### config.mk
export PLATFORM = sky130hd
export DESIGN_NAME = game_timer_ctrl
export DESIGN_NICKNAME = d
export VERILOG_FILES = /design/src/rtl/game_pkg.sv /design/src/rtl/tick_prescaler.sv /design/src/rtl/game_timer_ctrl.sv
export SDC_FILE = /design/constraint.sdc
export NUM_CORES = 1
export LEC_CHECK = 0
export CORE_ASPECT_RATIO = 0.75
export CORE_UTILIZATION = 40
export CTS_BUF_LIST = sky130_fd_sc_hd__clkbuf_8
export DETAILED_ROUTE_END_ITERATION = 10
export PLACE_DENSITY = 0.68
export SLEW_MARGIN = 25
export SYNTH_ARGS = -nofsm -noshare
export SYNTH_HDL_FRONTEND = slang
export SYNTH_SLANG_ARGS = --single-unit
### constraint.sdc
create_clock -name CLOCK_50 -period 13.8 [get_ports CLOCK_50]
set_clock_uncertainty 0.05 [all_clocks]
set_input_delay 4.14 -clock CLOCK_50 [delete_from_list [all_inputs] [get_ports CLOCK_50]]
set_output_delay 4.14 -clock CLOCK_50 [all_outputs]
set_load 0.005 [all_outputs]
### src/rtl/game_pkg.sv
// Shared definitions for the game timing blocks: state encoding, BCD digit
// width and helpers for two-digit BCD arithmetic.
package game_pkg;

   typedef enum logic [1:0] {
      IDLE    = 2'd0,
      RUN     = 2'd1,
      PAUSED  = 2'd2,
      EXPIRED = 2'd3
   } game_state_e;

   localparam int BCD_W    = 4;
   localparam int SAT_SECS = 99;

   function automatic logic [2*BCD_W-1:0] to_bcd(input int secs);
      return {BCD_W'(secs / 10), BCD_W'(secs % 10)};
   endfunction

   // Callers never decrement 00; that value only exists in EXPIRED.
   function automatic logic [2*BCD_W-1:0] bcd_dec(input logic [2*BCD_W-1:0] v);
      if (v[BCD_W-1:0] == '0)
         return {v[2*BCD_W-1:BCD_W] - BCD_W'(1), BCD_W'(9)};
      else
         return {v[2*BCD_W-1:BCD_W], v[BCD_W-1:0] - BCD_W'(1)};
   endfunction

   function automatic logic [2*BCD_W-1:0] bcd_add10_sat(input logic [2*BCD_W-1:0] v);
      if (v[2*BCD_W-1:BCD_W] >= BCD_W'(9))
         return to_bcd(SAT_SECS);
      else
         return {v[2*BCD_W-1:BCD_W] + BCD_W'(1), v[BCD_W-1:0]};
   endfunction

   function automatic logic [2*BCD_W-1:0] bcd_clamp(input logic [2*BCD_W-1:0] v);
      logic [BCD_W-1:0] t;
      logic [BCD_W-1:0] o;
      t = (v[2*BCD_W-1:BCD_W] > BCD_W'(9)) ? BCD_W'(9) : v[2*BCD_W-1:BCD_W];
      o = (v[BCD_W-1:0] > BCD_W'(9)) ? BCD_W'(9) : v[BCD_W-1:0];
      return {t, o};
   endfunction

endpackage

### src/rtl/tick_prescaler.sv
// One-second prescaler: down-counter reloaded with TICKS_PER_SEC-1, tick on
// terminal count. Holds its phase while enable is low; zero restarts the second.
module tick_prescaler #(
   parameter int TICKS_PER_SEC = 50_000_000
) (
   input  logic clk_sys,
   input  logic rst,
   input  logic enable,
   input  logic zero,
   output logic tick
);

   localparam int CW = (TICKS_PER_SEC > 2) ? $clog2(TICKS_PER_SEC) : 1;
   localparam logic [CW-1:0] RELOAD = CW'(TICKS_PER_SEC - 1);

   logic [CW-1:0] cnt;

   assign tick = enable && !zero && (cnt == '0);

   always_ff @(posedge clk_sys or posedge rst) begin
      if (rst)
         cnt <= RELOAD;
      else if (zero)
         cnt <= RELOAD;
      else if (enable)
         cnt <= (cnt == '0) ? RELOAD : cnt - 1'b1;
   end

endmodule

### src/rtl/game_timer_ctrl.sv
// Countdown game timer: BCD seconds counter with start/pause/clear/load/bonus
// controls, driven by a one-second prescaler.
//
// state   | meaning
// IDLE    | count loaded, prescaler zeroed, waiting for start
// RUN     | prescaler running, count decrements on each tick
// PAUSED  | count and prescaler phase frozen
// EXPIRED | count reached 00; only clear/load/reset leave
module game_timer_ctrl
   import game_pkg::*;
#(
   parameter int TICKS_PER_SEC = 50_000_000,
   parameter int START_SECS    = 60
) (
   input  logic             CLOCK_50,
   input  logic             reset,
   input  logic             start,
   input  logic             pause,
   input  logic             clear,
   input  logic             load,
   input  logic [7:0]       load_bcd,
   input  logic             bonus,
   output logic [BCD_W-1:0] tens,
   output logic [BCD_W-1:0] ones,
   output logic             running,
   output logic             tick_1s,
   output logic             expired,
   output logic             done
);

   localparam logic [2*BCD_W-1:0] START_BCD = to_bcd(START_SECS);

   game_state_e state, state_nxt;
   logic [2*BCD_W-1:0] count, count_nxt;
   logic [2*BCD_W-1:0] dec_val, new_val, load_val;
   logic presc_en, presc_zero;

   assign presc_en   = (state == RUN) && !pause && !clear && !load;
   assign presc_zero = clear || load || (state == IDLE) || (state == EXPIRED);

   tick_prescaler #(.TICKS_PER_SEC(TICKS_PER_SEC)) u_presc (
      .clk_sys (CLOCK_50),
      .rst     (reset),
      .enable  (presc_en),
      .zero    (presc_zero),
      .tick    (tick_1s)
   );

   always_ff @(posedge CLOCK_50 or posedge reset) begin
      if (reset) begin
         state <= IDLE;
         count <= START_BCD;
      end else begin
         state <= state_nxt;
         count <= count_nxt;
      end
   end

   always_comb begin
      state_nxt = state;
      count_nxt = count;
      expired   = 1'b0;
      load_val  = bcd_clamp(load_bcd);
      dec_val   = tick_1s ? bcd_dec(count) : count;
      // A bonus coinciding with a tick applies to the already-decremented value.
      new_val   = (bonus && state != EXPIRED) ? bcd_add10_sat(dec_val) : dec_val;

      if (clear) begin
         state_nxt = IDLE;
         count_nxt = START_BCD;
      end else if (load) begin
         count_nxt = load_val;
         state_nxt = (load_val == '0) ? EXPIRED : IDLE;
      end else begin
         count_nxt = new_val;
         unique case (state)
            IDLE:    if (start && !pause) state_nxt = RUN;
            RUN: begin
               if (pause)
                  state_nxt = PAUSED;
               else if (tick_1s && new_val == '0) begin
                  state_nxt = EXPIRED;
                  expired   = 1'b1;
               end
            end
            PAUSED:  if (start && !pause) state_nxt = RUN;
            EXPIRED: state_nxt = EXPIRED;
            default: state_nxt = IDLE;
         endcase
      end
   end

   assign tens    = count[2*BCD_W-1:BCD_W];
   assign ones    = count[BCD_W-1:0];
   assign running = (state == RUN);
   assign done    = (state == EXPIRED);

endmodule

### After elaboration in Yosys (flattened, before gate mapping)

Cells that the tools add are included.

* add/sub/neg operators: 4
* $lt $le $gt $ge: 3
* equal/unequal tests: 6
* muxes and demuxes: 23
* reductions and logical operators: 23

Operator list (count)
* 26-bit two-way mux: 3
* 8-bit two-way mux: 6
* 26-bit zero test: 1
* 26-bit by 1-bit subtractor with 26-bit output, second input constant: 1
* 8-bit zero test: 2
* 2-bit two-way mux: 6
* 4-bit > comparator, second input constant: 2
* 1-bit logical AND: 8
* 4-bit two-way mux: 2
* 4-bit by 1-bit subtractor with 4-bit output, second input constant: 2
* 2-bit one-hot mux with 3 select lines: 1
* 1-bit two-way mux: 5
* 5-bit by 4-bit != test with 1-bit output, second input constant: 1
* 4-bit by 1-bit adder with 4-bit output, second input constant: 1
* 2-bit == test, second input constant: 2
* 4-bit greater-or-equal comparator, second input constant: 1
* 1-bit zero test: 4
* 4-bit zero test: 1
* 4-bit by 1-bit != test with 1-bit output, second input constant: 1
* 1-bit logical OR: 3
* 2-bit by 1-bit == test with 1-bit output, second input constant: 1
* 2-bit zero test: 1
* 2-bit != test, second input constant: 1
* 2-bit AND reduction: 1
* 2 further kinds: 2

* register bits after elaboration: 36
* input bits: 15
* output and inout bits: 12
* word-level logic and storage cells: 62

### Longest topological paths before layout

* depth in word-level cells: 17
* depth in mapped cells: 16
* depth with buffers taken out: 14

### By module

Synthesis repeated with hierarchy kept, for this count alone.

* cell total of the unflattened synthesis: 299
* area total of the unflattened synthesis: 2508.7 µm²

Modules (own cells, without submodules)
* tick_prescaler: instances 1, cells each 174, area an instance 1526.5 µm², sequential area each 673.1 µm²
* game_timer_ctrl: instances 1, cells each 125, area an instance 982.2 µm², sequential area each 252.7 µm²

### Least setup slack after synthesis

Ideal clock, no wire load.

* kind: input -> output
* start point: input port load
* end point: output port expired
* arrival time: 6397 ps
* data required time: 9610 ps
* setup slack: 3213 ps
* cell stages on the path: 13
* path buffers: 3
* cells stage by stage: clkbuf_1 nor2_1 and3_1 and4_1 buf_4 buf_6 mux2i_1 ha_1 nand2_1 xnor2_1 nor4b_1 nand3b_1 inv_1

* cells in the longest elaborated chain, start to end: 17
* elaborated cells on any way between the ends: 20
* those cells by class: add/sub: 1; order compare: 1; mux: 8; reduce/logical: 10

RTL lines
* start: declaration: line game_timer_ctrl.sv:20 `input logic load,`
* 1-bit logical OR (3 in a row): line game_timer_ctrl.sv:39 `assign presc_zero = clear || load || (state == IDLE) || (state == EXPIRED);`
* 1-bit zero test: line tick_prescaler.sv:18 `assign tick = enable && !zero && (cnt == '0);`
* 1-bit logical AND (2 in a row): line tick_prescaler.sv:18
* 8-bit two-way mux: line game_timer_ctrl.sv:64 `dec_val = tick_1s ? bcd_dec(count) : count;`
* 4-bit by 1-bit adder with 4-bit output or 4-bit greater-or-equal comparator (tied branches): line game_pkg.sv:31, game_pkg.sv:28
* 8-bit two-way mux: line game_pkg.sv:28 `if (v[2*BCD_W-1:BCD_W] >= BCD_W'(9))`
* 8-bit two-way mux: line game_timer_ctrl.sv:66 `new_val = (bonus && state != EXPIRED) ? bcd_add10_sat(dec_val) : dec_val;`
* 8-bit zero test: line game_timer_ctrl.sv:81 `else if (tick_1s && new_val == '0) begin`
* 1-bit logical AND: line game_timer_ctrl.sv:81
* 1-bit two-way mux: line game_timer_ctrl.sv:81
* 1-bit two-way mux: line game_timer_ctrl.sv:79 `if (pause)`
* 1-bit two-way mux: line game_timer_ctrl.sv:76 `unique case (state)`
* 1-bit two-way mux (*): line game_timer_ctrl.sv:71 `end else if (load) begin`
* 1-bit two-way mux (*): line game_timer_ctrl.sv:68 `if (clear) begin`
* end: declaration: line game_timer_ctrl.sv:27 `output logic expired,`

Every way passes the cells marked *; elsewhere a longest branch is shown, timed or not.

### Worst setup path after layout

Ends and elaborated chain as after synthesis.

==> metrics.txt <==
# diodes=0; Port Buffer Count=26; Fin Setup TNS=0 ns; DP Cell Count=401; Crit. End Element=output pin; crit path max-delay cell type=and4_1; H-tree Lvls=2; clk_lat worst skew=0.29 ns; Placement Rows=24; final-report max-slew violation count=0; Final Setup Violations=0; Finished Core Util=0.4916; Die Area=6637 um^2; Clock Tree Root=clkbuf_8; DRT iter0 DRCs=228; io pins=27; drt total wl=6441 um; fin crit period=12.07 ns; Post-synth EDFFs=0; Sink Count=36; CP peak stage delay=0.61 ns; Leak Pwr=1.110 nW; Layout area overhead=15.76%; Post-synth top cells=32 x nor2_1, 29 x nand2_1, 28 x a21oi_1; GP Congestion=0.8771; top cell type's share of synthesized area=0.2081; Fillers=581; vias in the first global route=2177; fraction of registers with async set/reset=1.000; Least-Margin Pin Slew=0.9429 ns; maxcap violations=0; Final nets=350; global-route wire length before repair=10770 um; Post-CTS Repair Setup Buffers=0; crit path launch type=input port; HPWL Detailed=4471 um; #FFs+latches synth=36; Top cell by count, worst path=clkdlybuf4s50_1; initial antenna violation count=0; CTS Buf Count=5; Resize count post-CTS=0; Via Count=2412; Initial Util=0.4247; Cell Count, Final, Fillers Out=409; CP Cell Sequence=clkdlybuf4s50_1, nor2_1, and3_1, and4_1, mux2i_1, ha_1, nand2_1, xnor2_1, nor4b_1, nand3b_1, inv_1, clkdlybuf4s50_1; unrepaired setup endpoints after global routing=no; Rel. slew slack=0.3714; DRT Pass-1 Iters=5; Longest Clk Path Bufs=2; die extent in y=70.81 um; DRT antenna net count=0; core outline area=5946 um^2; most common cell in the synthesized netlist=nor2_1; synthesized area=2525 um^2; CP Data Arrival Time=7.88 ns; Synth cell types=59; fmax=82.84 MHz; ys flop type=dfstp_2; Fin. Hold Viols=0; Period Utilization, post-route=0.8747; Tightest Hold Check Type=flop to flop; outcome=completed; largest net degree at the start of global routing=37; layout cells sized above 1=0.1329; gr usage total=0.2044; CTS tree=built; Die Span X=93.74 um; pwr dens=78.84 nW/um^2; sequential fraction of the synthesis area=0.3667; WL per Instance=15.75 um; worst-path maximum fanout=14; CP Class=input port to output pin; YS warnings=0; VDD IR max=0.05308 mV; Critical Path RT=9.61 ns; Avg Vias per Cell=5.897; cell taking the most area after synthesis=dfstp_2; drt drc=0; cts hold-fix bufs=0; clock-pin slew on the worst setup and hold paths=0.07 ns; Post-Synthesis Net Count=329; synth top area cells=dfstp_2 21%, dfrtp_1 16%, a21oi_1 5.6%, o21ai_0 5.4%, nor2_1 4.8%; syn avg cell area=8.171 um^2; cell count after synthesis=309; grt total ovfl=0
metrics by stage:
step	total power [mW]	setup slack [ns]	instance area, um^2	hold slack [ns]
after floorplan	0.1381	3.213	2525	0.3986
after global placement	0.1537	1.903	2833	0.4359
after detailed placement	0.1536	1.839	2833	0.4514
after CTS	0.2324	1.800	2923	0.4622
after global routing	0.2411	1.469	2923	0.4762
final	0.2304	1.729	2923	0.4612
area by class of cell:
type,instances,area [um^2],area share
clock buffer,6,82.58,0.02825
clock inverter,2,7.507,0.002568
inverter,14,52.55,0.01798
multi-input combinational,245,1481,0.5068
sequential,36,925.9,0.3168
tap,78,97.59,0.03339
timing repair buffer,28,275.3,0.09418
critical path, delay by kind of cell:
| family | cells | cell delay (ns) |
|---|---|---|
| xor+xnor | 1 | 0.16 |
| mux | 1 | 0.35 |
| buf+inv | 3 | 1.14 |
| simple gates | 6 | 1.88 |
| fa+ha+maj | 1 | 0.19 |
flip-flops by register name, summed over array words and instances, names as in the netlist:
register and flops:
u_presc.cnt 26, count 8, state 2
worst paths after layout:
check | start | depth (start not counted) | slack, ns | to
setup / recovery | load | 12 | 1.73 | expired
hold / removal | u_presc.cnt[5]$_DFFE_PP1P_ | 2 | 0.46 | u_presc.cnt[5]$_DFFE_PP1P_
setup reg to reg | u_presc.cnt[0]$_DFFE_PP1P_ | 14 | 9.62 | count[6]$_DFF_PP1_
hold reg to reg | u_presc.cnt[5]$_DFFE_PP1P_ | 2 | 0.46 | u_presc.cnt[5]$_DFFE_PP1P_
max in group asynchronous | reset | 3 | 9.14 | count[6]$_DFF_PP1_
min in group asynchronous | reset | 3 | 4.20 | count[2]$_DFF_PP0_
report_power, final:
| group | switching (mW) | internal (mW) | leakage (nW) |
|---|---|---|---|
| Clock | 0.0384 | 0.0393 | 0.0538 |
| Sequential | 0.00592 | 0.110 | 0.427 |
| Combinational | 0.0199 | 0.0174 | 0.630 |
| Total | 0.0642 | 0.166 | 1.11 |
kinds of logic after synthesis:
group	count (synthesis)	share of synthesized area
compound gates	84	0.2022
xor+xnor	8	0.02775
fa+ha+maj	5	0.02478
buf+inv	28	0.04658
flops	36	0.3667
mux	5	0.02032
simple gates	143	0.3117
cell usage in the layout, fill, tap and decap left out, types with 2 or more instances in the layout:
cell / synthesis / layout
nand4_1: 3 / 3
nor4_4: 2 / 2
a21oi_1: 28 / 28
nand3b_1: 4 / 4
clkbuf_8: 0 / 6
dfrtp_1: 16 / 16
ha_1: 5 / 5
nand3_1: 9 / 9
a311oi_1: 2 / 2
dfstp_2: 20 / 20
a21boi_0: 2 / 2
o21ai_0: 27 / 27
inv_1: 14 / 16
or2_2: 7 / 7
or3_1: 6 / 6
a32o_1: 2 / 2
a22oi_1: 2 / 2
a31oi_1: 4 / 4
xor2_1: 2 / 2
buf_4: 1 / 2
nor2_1: 32 / 32
and3_1: 3 / 3
clkdlybuf4s50_1: 0 / 26
o21a_1: 2 / 2
nand2b_1: 4 / 4
mux2i_1: 4 / 4
xnor2_1: 6 / 6
nand2_1: 29 / 29
nor3_1: 19 / 19
nor4_1: 9 / 9
o31ai_1: 3 / 3
or4_1: 3 / 3
routing by layer:
layer  vias up  wire (um)  global-route usage
met5         -          0                   0
met4         0         58             0.06154
met3         7        295             0.02903
met2        61       2733              0.2839
met1      1174       3354              0.3230
li1       1170          -                   -
Note: power is estimated with default switching activity, not from simulation.
